==> src/rtl/spm_program_loader_if.sv <==
// Bundles the byte-stream input and the SPM external-write/status outputs
// of the program loader. The loader takes the slave side; the stream source
// and SPM/core side take the master side.
interface spm_program_loader_if #(
  parameter int WORD_SIZE = 8
);
  // byte stream from the host
  logic [WORD_SIZE-1:0] in_data;
  logic                 in_valid;
  logic                 in_ready;
  logic                 reload;

  // SPM external write port
  logic                 ext_write;
  logic [WORD_SIZE-1:0] address_bus;
  logic [WORD_SIZE-1:0] data_bus;

  // core control and status
  logic                 cpu_rst_n;
  logic                 busy;
  logic                 err;

  modport master (
    output in_data,
    output in_valid,
    output reload,
    input  in_ready,
    input  ext_write,
    input  address_bus,
    input  data_bus,
    input  cpu_rst_n,
    input  busy,
    input  err
  );

  modport slave (
    input  in_data,
    input  in_valid,
    input  reload,
    output in_ready,
    output ext_write,
    output address_bus,
    output data_bus,
    output cpu_rst_n,
    output busy,
    output err
  );
endinterface

==> src/rtl/spm_program_loader.sv <==
// Program loader for the RISC SPM core. Parses a framed image
// (LEN, ADDR, LEN payload bytes, CHK) from a valid/ready byte stream, writes
// each payload byte into SPM through the external write port, and releases
// the core from reset only once the frame checksum verifies.
module spm_program_loader #(
  parameter int WORD_SIZE = 8
) (
  input  logic                 clk,
  input  logic                 rst,    // asynchronous, active low
  spm_program_loader_if.slave  bus
);

  localparam logic [WORD_SIZE-1:0] ONE = {{(WORD_SIZE-1){1'b0}}, 1'b1};

  typedef enum logic [2:0] {
    S_LEN  = 3'd0,
    S_ADDR = 3'd1,
    S_DATA = 3'd2,
    S_CHK  = 3'd3,
    S_RUN  = 3'd4,
    S_ERR  = 3'd5
  } state_t;

  state_t state_q, state_d;

  // frame parsing registers
  logic [WORD_SIZE-1:0] sum_q, sum_d;
  logic [WORD_SIZE-1:0] remaining_q, remaining_d;
  logic [WORD_SIZE-1:0] addr_q, addr_d;

  // registered outputs
  logic                 ext_write_q, ext_write_d;
  logic [WORD_SIZE-1:0] address_bus_q, address_bus_d;
  logic [WORD_SIZE-1:0] data_bus_q, data_bus_d;
  logic                 cpu_rst_n_q, cpu_rst_n_d;
  logic                 err_q, err_d;

  // combinational outputs and helpers
  logic                 in_frame;
  logic                 in_ready_c;
  logic                 busy_c;
  logic                 accept;
  logic [WORD_SIZE-1:0] chk_total;
  logic                 frame_good;

  // The checksum byte makes the frame good when it cancels the running sum.
  assign chk_total  = sum_q + bus.in_data;
  assign frame_good = (chk_total == '0);
  assign accept     = bus.in_valid && in_ready_c;

  // State register; reset returns to S_LEN at once.
  always_ff @(posedge clk or negedge rst) begin
    if (!rst) begin
      state_q <= S_LEN;
    end else begin
      state_q <= state_d;
    end
  end

  // Next-state logic; reload overrides everything, including a valid byte.
  always_comb begin
    state_d = state_q;
    if (bus.reload) begin
      state_d = S_LEN;
    end else if (accept) begin
      case (state_q)
        S_LEN:   state_d = S_ADDR;
        S_ADDR:  state_d = (remaining_q != '0) ? S_DATA : S_CHK;
        S_DATA:  state_d = (remaining_q == ONE) ? S_CHK : S_DATA;
        S_CHK:   state_d = frame_good ? S_RUN : S_ERR;
        default: state_d = state_q;
      endcase
    end
  end

  // Output decode: ready only while a frame is being parsed and no reload.
  always_comb begin
    in_frame   = 1'b0;
    in_ready_c = 1'b0;
    busy_c     = 1'b0;
    case (state_q)
      S_LEN, S_ADDR, S_DATA, S_CHK: in_frame = 1'b1;
      default:                      in_frame = 1'b0;
    endcase
    busy_c     = in_frame;
    in_ready_c = in_frame && !bus.reload;
  end

  // Datapath next-state: running sum, byte counter, write address and outputs.
  always_comb begin
    sum_d         = sum_q;
    remaining_d   = remaining_q;
    addr_d        = addr_q;
    ext_write_d   = 1'b0;
    address_bus_d = address_bus_q;
    data_bus_d    = data_bus_q;
    cpu_rst_n_d   = cpu_rst_n_q;
    err_d         = err_q;

    if (bus.reload) begin
      // Entering S_LEN starts a fresh checksum; err is kept until a good frame.
      sum_d       = '0;
      cpu_rst_n_d = 1'b0;
    end else if (accept) begin
      case (state_q)
        S_LEN: begin
          remaining_d = bus.in_data;
          sum_d       = bus.in_data;
        end
        S_ADDR: begin
          addr_d = bus.in_data;
          sum_d  = sum_q + bus.in_data;
        end
        S_DATA: begin
          ext_write_d   = 1'b1;
          address_bus_d = addr_q;
          data_bus_d    = bus.in_data;
          addr_d        = addr_q + ONE;
          sum_d         = sum_q + bus.in_data;
          remaining_d   = remaining_q - ONE;
        end
        S_CHK: begin
          if (frame_good) begin
            cpu_rst_n_d = 1'b1;
            err_d       = 1'b0;
          end else begin
            err_d = 1'b1;
          end
        end
        default: begin
        end
      endcase
    end
  end

  // Datapath registers; reset drops any pending write and holds the core.
  always_ff @(posedge clk or negedge rst) begin
    if (!rst) begin
      sum_q         <= '0;
      remaining_q   <= '0;
      addr_q        <= '0;
      ext_write_q   <= 1'b0;
      address_bus_q <= '0;
      data_bus_q    <= '0;
      cpu_rst_n_q   <= 1'b0;
      err_q         <= 1'b0;
    end else begin
      sum_q         <= sum_d;
      remaining_q   <= remaining_d;
      addr_q        <= addr_d;
      ext_write_q   <= ext_write_d;
      address_bus_q <= address_bus_d;
      data_bus_q    <= data_bus_d;
      cpu_rst_n_q   <= cpu_rst_n_d;
      err_q         <= err_d;
    end
  end

  assign bus.in_ready    = in_ready_c;
  assign bus.busy        = busy_c;
  assign bus.ext_write   = ext_write_q;
  assign bus.address_bus = address_bus_q;
  assign bus.data_bus    = data_bus_q;
  assign bus.cpu_rst_n   = cpu_rst_n_q;
  assign bus.err         = err_q;

endmodule

==> src/flat_wrapper.sv <==
// flat-port wrapper written by rule: the top's interface ports become plain ports
module spm_program_loader_flat 
#(
  parameter int WORD_SIZE = 8
)
  (clk, rst, bus_in_data, bus_in_valid, bus_reload, bus_in_ready, bus_ext_write, bus_address_bus, bus_data_bus, bus_cpu_rst_n, bus_busy, bus_err);
  spm_program_loader_if #(.WORD_SIZE(WORD_SIZE)) bus_i ();
  input  logic clk;
  input  logic rst;
  input wire logic [$bits(bus_i.in_data)-1:0] bus_in_data;
  input wire logic [$bits(bus_i.in_valid)-1:0] bus_in_valid;
  input wire logic [$bits(bus_i.reload)-1:0] bus_reload;
  output wire logic [$bits(bus_i.in_ready)-1:0] bus_in_ready;
  output wire logic [$bits(bus_i.ext_write)-1:0] bus_ext_write;
  output wire logic [$bits(bus_i.address_bus)-1:0] bus_address_bus;
  output wire logic [$bits(bus_i.data_bus)-1:0] bus_data_bus;
  output wire logic [$bits(bus_i.cpu_rst_n)-1:0] bus_cpu_rst_n;
  output wire logic [$bits(bus_i.busy)-1:0] bus_busy;
  output wire logic [$bits(bus_i.err)-1:0] bus_err;
  assign bus_i.in_data = bus_in_data;
  assign bus_i.in_valid = bus_in_valid;
  assign bus_i.reload = bus_reload;
  assign bus_in_ready = bus_i.in_ready;
  assign bus_ext_write = bus_i.ext_write;
  assign bus_address_bus = bus_i.address_bus;
  assign bus_data_bus = bus_i.data_bus;
  assign bus_cpu_rst_n = bus_i.cpu_rst_n;
  assign bus_busy = bus_i.busy;
  assign bus_err = bus_i.err;
  spm_program_loader #(.WORD_SIZE(WORD_SIZE)) u_core (.clk(clk), .rst(rst), .bus(bus_i));
endmodule
==> config.mk <==
export PLATFORM = sky130hd
export DESIGN_NAME = spm_program_loader_flat
export DESIGN_NICKNAME = d
export VERILOG_FILES = /design/src/rtl/spm_program_loader_if.sv /design/src/rtl/spm_program_loader.sv /design/src/flat_wrapper.sv
export SDC_FILE = /design/constraint.sdc
export NUM_CORES = 1
export LEC_CHECK = 0
export CAP_MARGIN = 10
export CORE_MARGIN = 8
export CORE_UTILIZATION = 45
export DETAILED_ROUTE_END_ITERATION = 10
export PLACE_DENSITY = 0.7
export REMOVE_ABC_BUFFERS = 1
export SETUP_SLACK_MARGIN = 0.3
export SLEW_MARGIN = 40
export SYNTH_ARGS = -nofsm -noshare
export SYNTH_HDL_FRONTEND = slang
export SYNTH_SLANG_ARGS = --single-unit
==> constraint.sdc <==
create_clock -name clk -period 3 [get_ports clk]
set_input_delay 0.6 -clock clk [delete_from_list [all_inputs] [get_ports clk]]
set_output_delay 0.6 -clock clk [all_outputs]
set_load 0.01 [all_outputs]
==> metrics.md <==
| Metric | Value |
|---|---|
| Outcome | completed |
| Die height | 92.5 um |
| Crit path time final | 2.60 ns |
| Synth top area share | 43.7% |
| Top cells by area, synth | dfrtp_1 (44%), mux2_2 (6.0%), ha_1 (4.8%), a21oi_1 (4.6%), o21ai_0 (4.2%) |
| DRC | 0 |
| Headroom to the max-slew limit | 51.1% |
| GRT Residual Overflow | 0 |
| Synth Instances | 272 |
| Ys Warns | 0 |
| Post-synth top cells | dfrtp_1 (46), nand2_1 (27), a21oi_1 (24) |
| Cell area after layout | 3170 sq um |
| Worst EP arrival | 2.77 ns |
| Final hold violation count | 0 |
| Min-Delay Path Class | primary input to async pin |
| Antenna Cells | 0 |
| Post-DP Area | 3080 sq um |
| Async S/R FF share, synth | 100% |
| Die extent in x | 92.5 um |
| CTS tree | yes |
| Routability Congestion | 0.878 |
| PortBufs | 32 |
| RSZ-0062 raised after global routing | false |
| Synth Cell Area | 2630 sq um |
| Vias | 2203 |
| Wire per inst | 16.0 um |
| Core area | 5780 sq um |
| CP Class | primary input to flop |
| Period utilization | 86.5% |
| Highest metal used | met4 |
| Die Area | 8550 sq um |
| Final setup viols | 0 |
| Final cell utilization of the core | 54.9% |
| DR WL met2 | 2970 um |
| Clock buffer depth | 2 |
| Final setup TNS | 0 ns |
| First-pass GRT wire length | 10300 um |
| Clock latency on the worst-skew pair | 0.29 ns |
| Avg Cell Area, Syn | 9.68 sq um |
| Power Dens Cells | 676 nW/um^2 |
| F_max | 385 MHz |
| Sequential share of the synthesized area | 43.7% |
| Layout cells sized above 1 | 14.7% |
| Crit-path max FO | 3 |
| FF+latch count, synth | 46 |
| Met3 wire len | 356 um |
| Cts bufs inserted | 5 |
| Initial antenna violation count | 0 |
| DP Wirelength | 4540 um |
| Count leader, synth | dfrtp_1 |
| M1 WL | 2720 um |
| Iteration count of the initial detailed-routing pass | 4 |
| Maxcap violations | 0 |
| Site Rows | 28 |
| Max Slew Vio Count | 0 |
| Data required time of the worst path | 3.18 ns |
| Setup repair bufs after CTS | 0 |
| Final ANT Viol Nets | 0 |
| Vias in the first global route | 2143 |
| Growth of design area from synthesis to finish | 20.5% |
| Nets@finish | 335 |
| Vias per cell | 5.69 |
| H-tree lvl count | 2 |
| DRT iter0 DRCs | 107 |
| Routed wire length | 6210 um |
| Cell type with the largest total area after synthesis | dfrtp_1 |
| EDFF count, synth | 0 |
| Clock Skew | 0.00465 ns |
| CP Launch Type | primary input |
| Crit end category | flop |
| Sink Count | 46 |
| Commonest register cell after synthesis | dfrtp_1 |
| Effective utilization at floorplan | 45.5% |
| Distinct cells, synth | 52 |
| CTS root buf | clkbuf_8 |
| Overall power | 2.14 mW |
| FF-to-FF path depth | 7 |
| Worst VDD drop | 335 uV |
| Clock transition at path regs | 0.08 ns |
| Pin count of the biggest net entering global routing | 47 |
| Leakage | 1.30 nW |
| Worst-Margin Slew | 0.733 ns |
| Io pins | 33 |
| Total track usage | 14.9% |
## flip-flops by register name, indices dropped and copies added (netlist names)
signal / flops
u_core.bus.ext_write: 1
u_core.state_q: 3
u_core.bus.data_bus: 8
u_core.bus.err: 1
u_core.bus.cpu_rst_n: 1
u_core.remaining_q: 8
u_core.bus.address_bus: 8
u_core.addr_q: 8
u_core.sum_q: 8
## repair_timing
action | in CTS | in global routing
gates resized for setup | 0 | 2
endpoints found under the setup margin | 0 | 4
hold buffers | 0 | 0
## per-layer routing
layer | GRT usage, % | up-vias
met3 | 3.40 | 16
met4 | 6.58 | 0
met2 | 24.2 | 52
met5 | 0 | -
met1 | 18.5 | 1064
li1 | - | 1071
## critical path, cell delays in order
cell             delay (ns)
clkdlybuf4s50_1        0.43
ha_1                   0.24
fa_1                   0.44
a211oi_4               0.29
nor4_1                 0.09
or3b_4                 0.40
nor3_1                 0.18
a21oi_1                0.09
## power by group
| part | internal, mW | total [mW] | switching (mW) | leakage (nW) |
|---|---|---|---|---|
| Combinational | 0.434 | 0.805 | 0.371 | 0.691 |
| Sequential | 0.808 | 0.977 | 0.169 | 0.569 |
| Clock | 0.160 | 0.362 | 0.202 | 0.0373 |
| Total | 1.40 | 2.14 | 0.742 | 1.30 |
## layout by cell type, fill, tap and decap left out, types with 3 or more instances in the layout
| cell | synthesis | final |
|---|---|---|
| o22ai_1 | 6 | 6 |
| nand2b_1 | 3 | 3 |
| nand3_1 | 12 | 12 |
| ha_1 | 10 | 10 |
| nand2_1 | 27 | 27 |
| o21ai_1 | 6 | 6 |
| nor3b_1 | 4 | 4 |
| mux2_1 | 3 | 3 |
| inv_1 | 7 | 7 |
| nor2_1 | 16 | 16 |
| clkbuf_8 | 0 | 5 |
| nor2_2 | 3 | 3 |
| nor3_1 | 6 | 6 |
| mux2_2 | 14 | 14 |
| clkdlybuf4s50_1 | 0 | 31 |
| buf_4 | 0 | 12 |
| nor2b_1 | 5 | 5 |
| a21oi_1 | 24 | 24 |
| mux2i_1 | 5 | 5 |
| xnor2_1 | 3 | 3 |
| dfrtp_1 | 46 | 46 |
| a31oi_1 | 5 | 5 |
| o21ai_0 | 22 | 22 |
## per-stage QoR
stage               hold slack, ns  instances  worst slack (ns)
floorplan                    0.304        262             0.626
global placement             0.468        380            0.0704
detailed placement           0.481        380            0.0138
CTS                          0.314        387             0.323
global route                 0.343        387             0.325
finish                       0.294        387             0.404
## cell type report
class / instances / area, sq um
fillers: 538 / 2610
multi-input cells: 209 / 1420
flip-flops and latches: 46 / 1150
repair buffers: 43 / 400
well taps: 75 / 93.8
clock buffers: 6 / 72.6
inverters: 7 / 26.3
clock inverters: 1 / 7.51
## cell families (layout without fill, tap and decap cells)
kind of cell             count (synthesis)  after routing  synth area share (%)
AO/OA/AOI/OAI                           78             78                  18.0
AND/OR/NAND/NOR                         93             93                  19.1
adder cells (fa/ha/maj)                 11             11                  5.51
flip-flops                              46             46                  43.7
XOR/XNOR                                 5              5                  1.66
multiplexers                            22             22                  9.17
buffers and inverters                   17             57                  2.80
## final timing paths
path                                             start  slack, ns                                     to
max in group asynchronous                          rst       2.32            u_core.sum_q[4]$_DFFE_PN0P_
min                                                rst       0.29  u_core.bus.address_bus[4]$_DFFE_PN0P_
min in group clk           u_core.sum_q[0]$_DFFE_PN0P_       0.49            u_core.sum_q[0]$_DFFE_PN0P_
max reg2reg                u_core.sum_q[0]$_DFFE_PN0P_       0.79          u_core.state_q[0]$_DFFE_PN0P_
min reg2reg                u_core.sum_q[0]$_DFFE_PN0P_       0.49            u_core.sum_q[0]$_DFFE_PN0P_
max                                     bus_in_data[0]       0.40          u_core.state_q[0]$_DFFE_PN0P_
No activity file was read; power rests on OpenSTA's default activity.
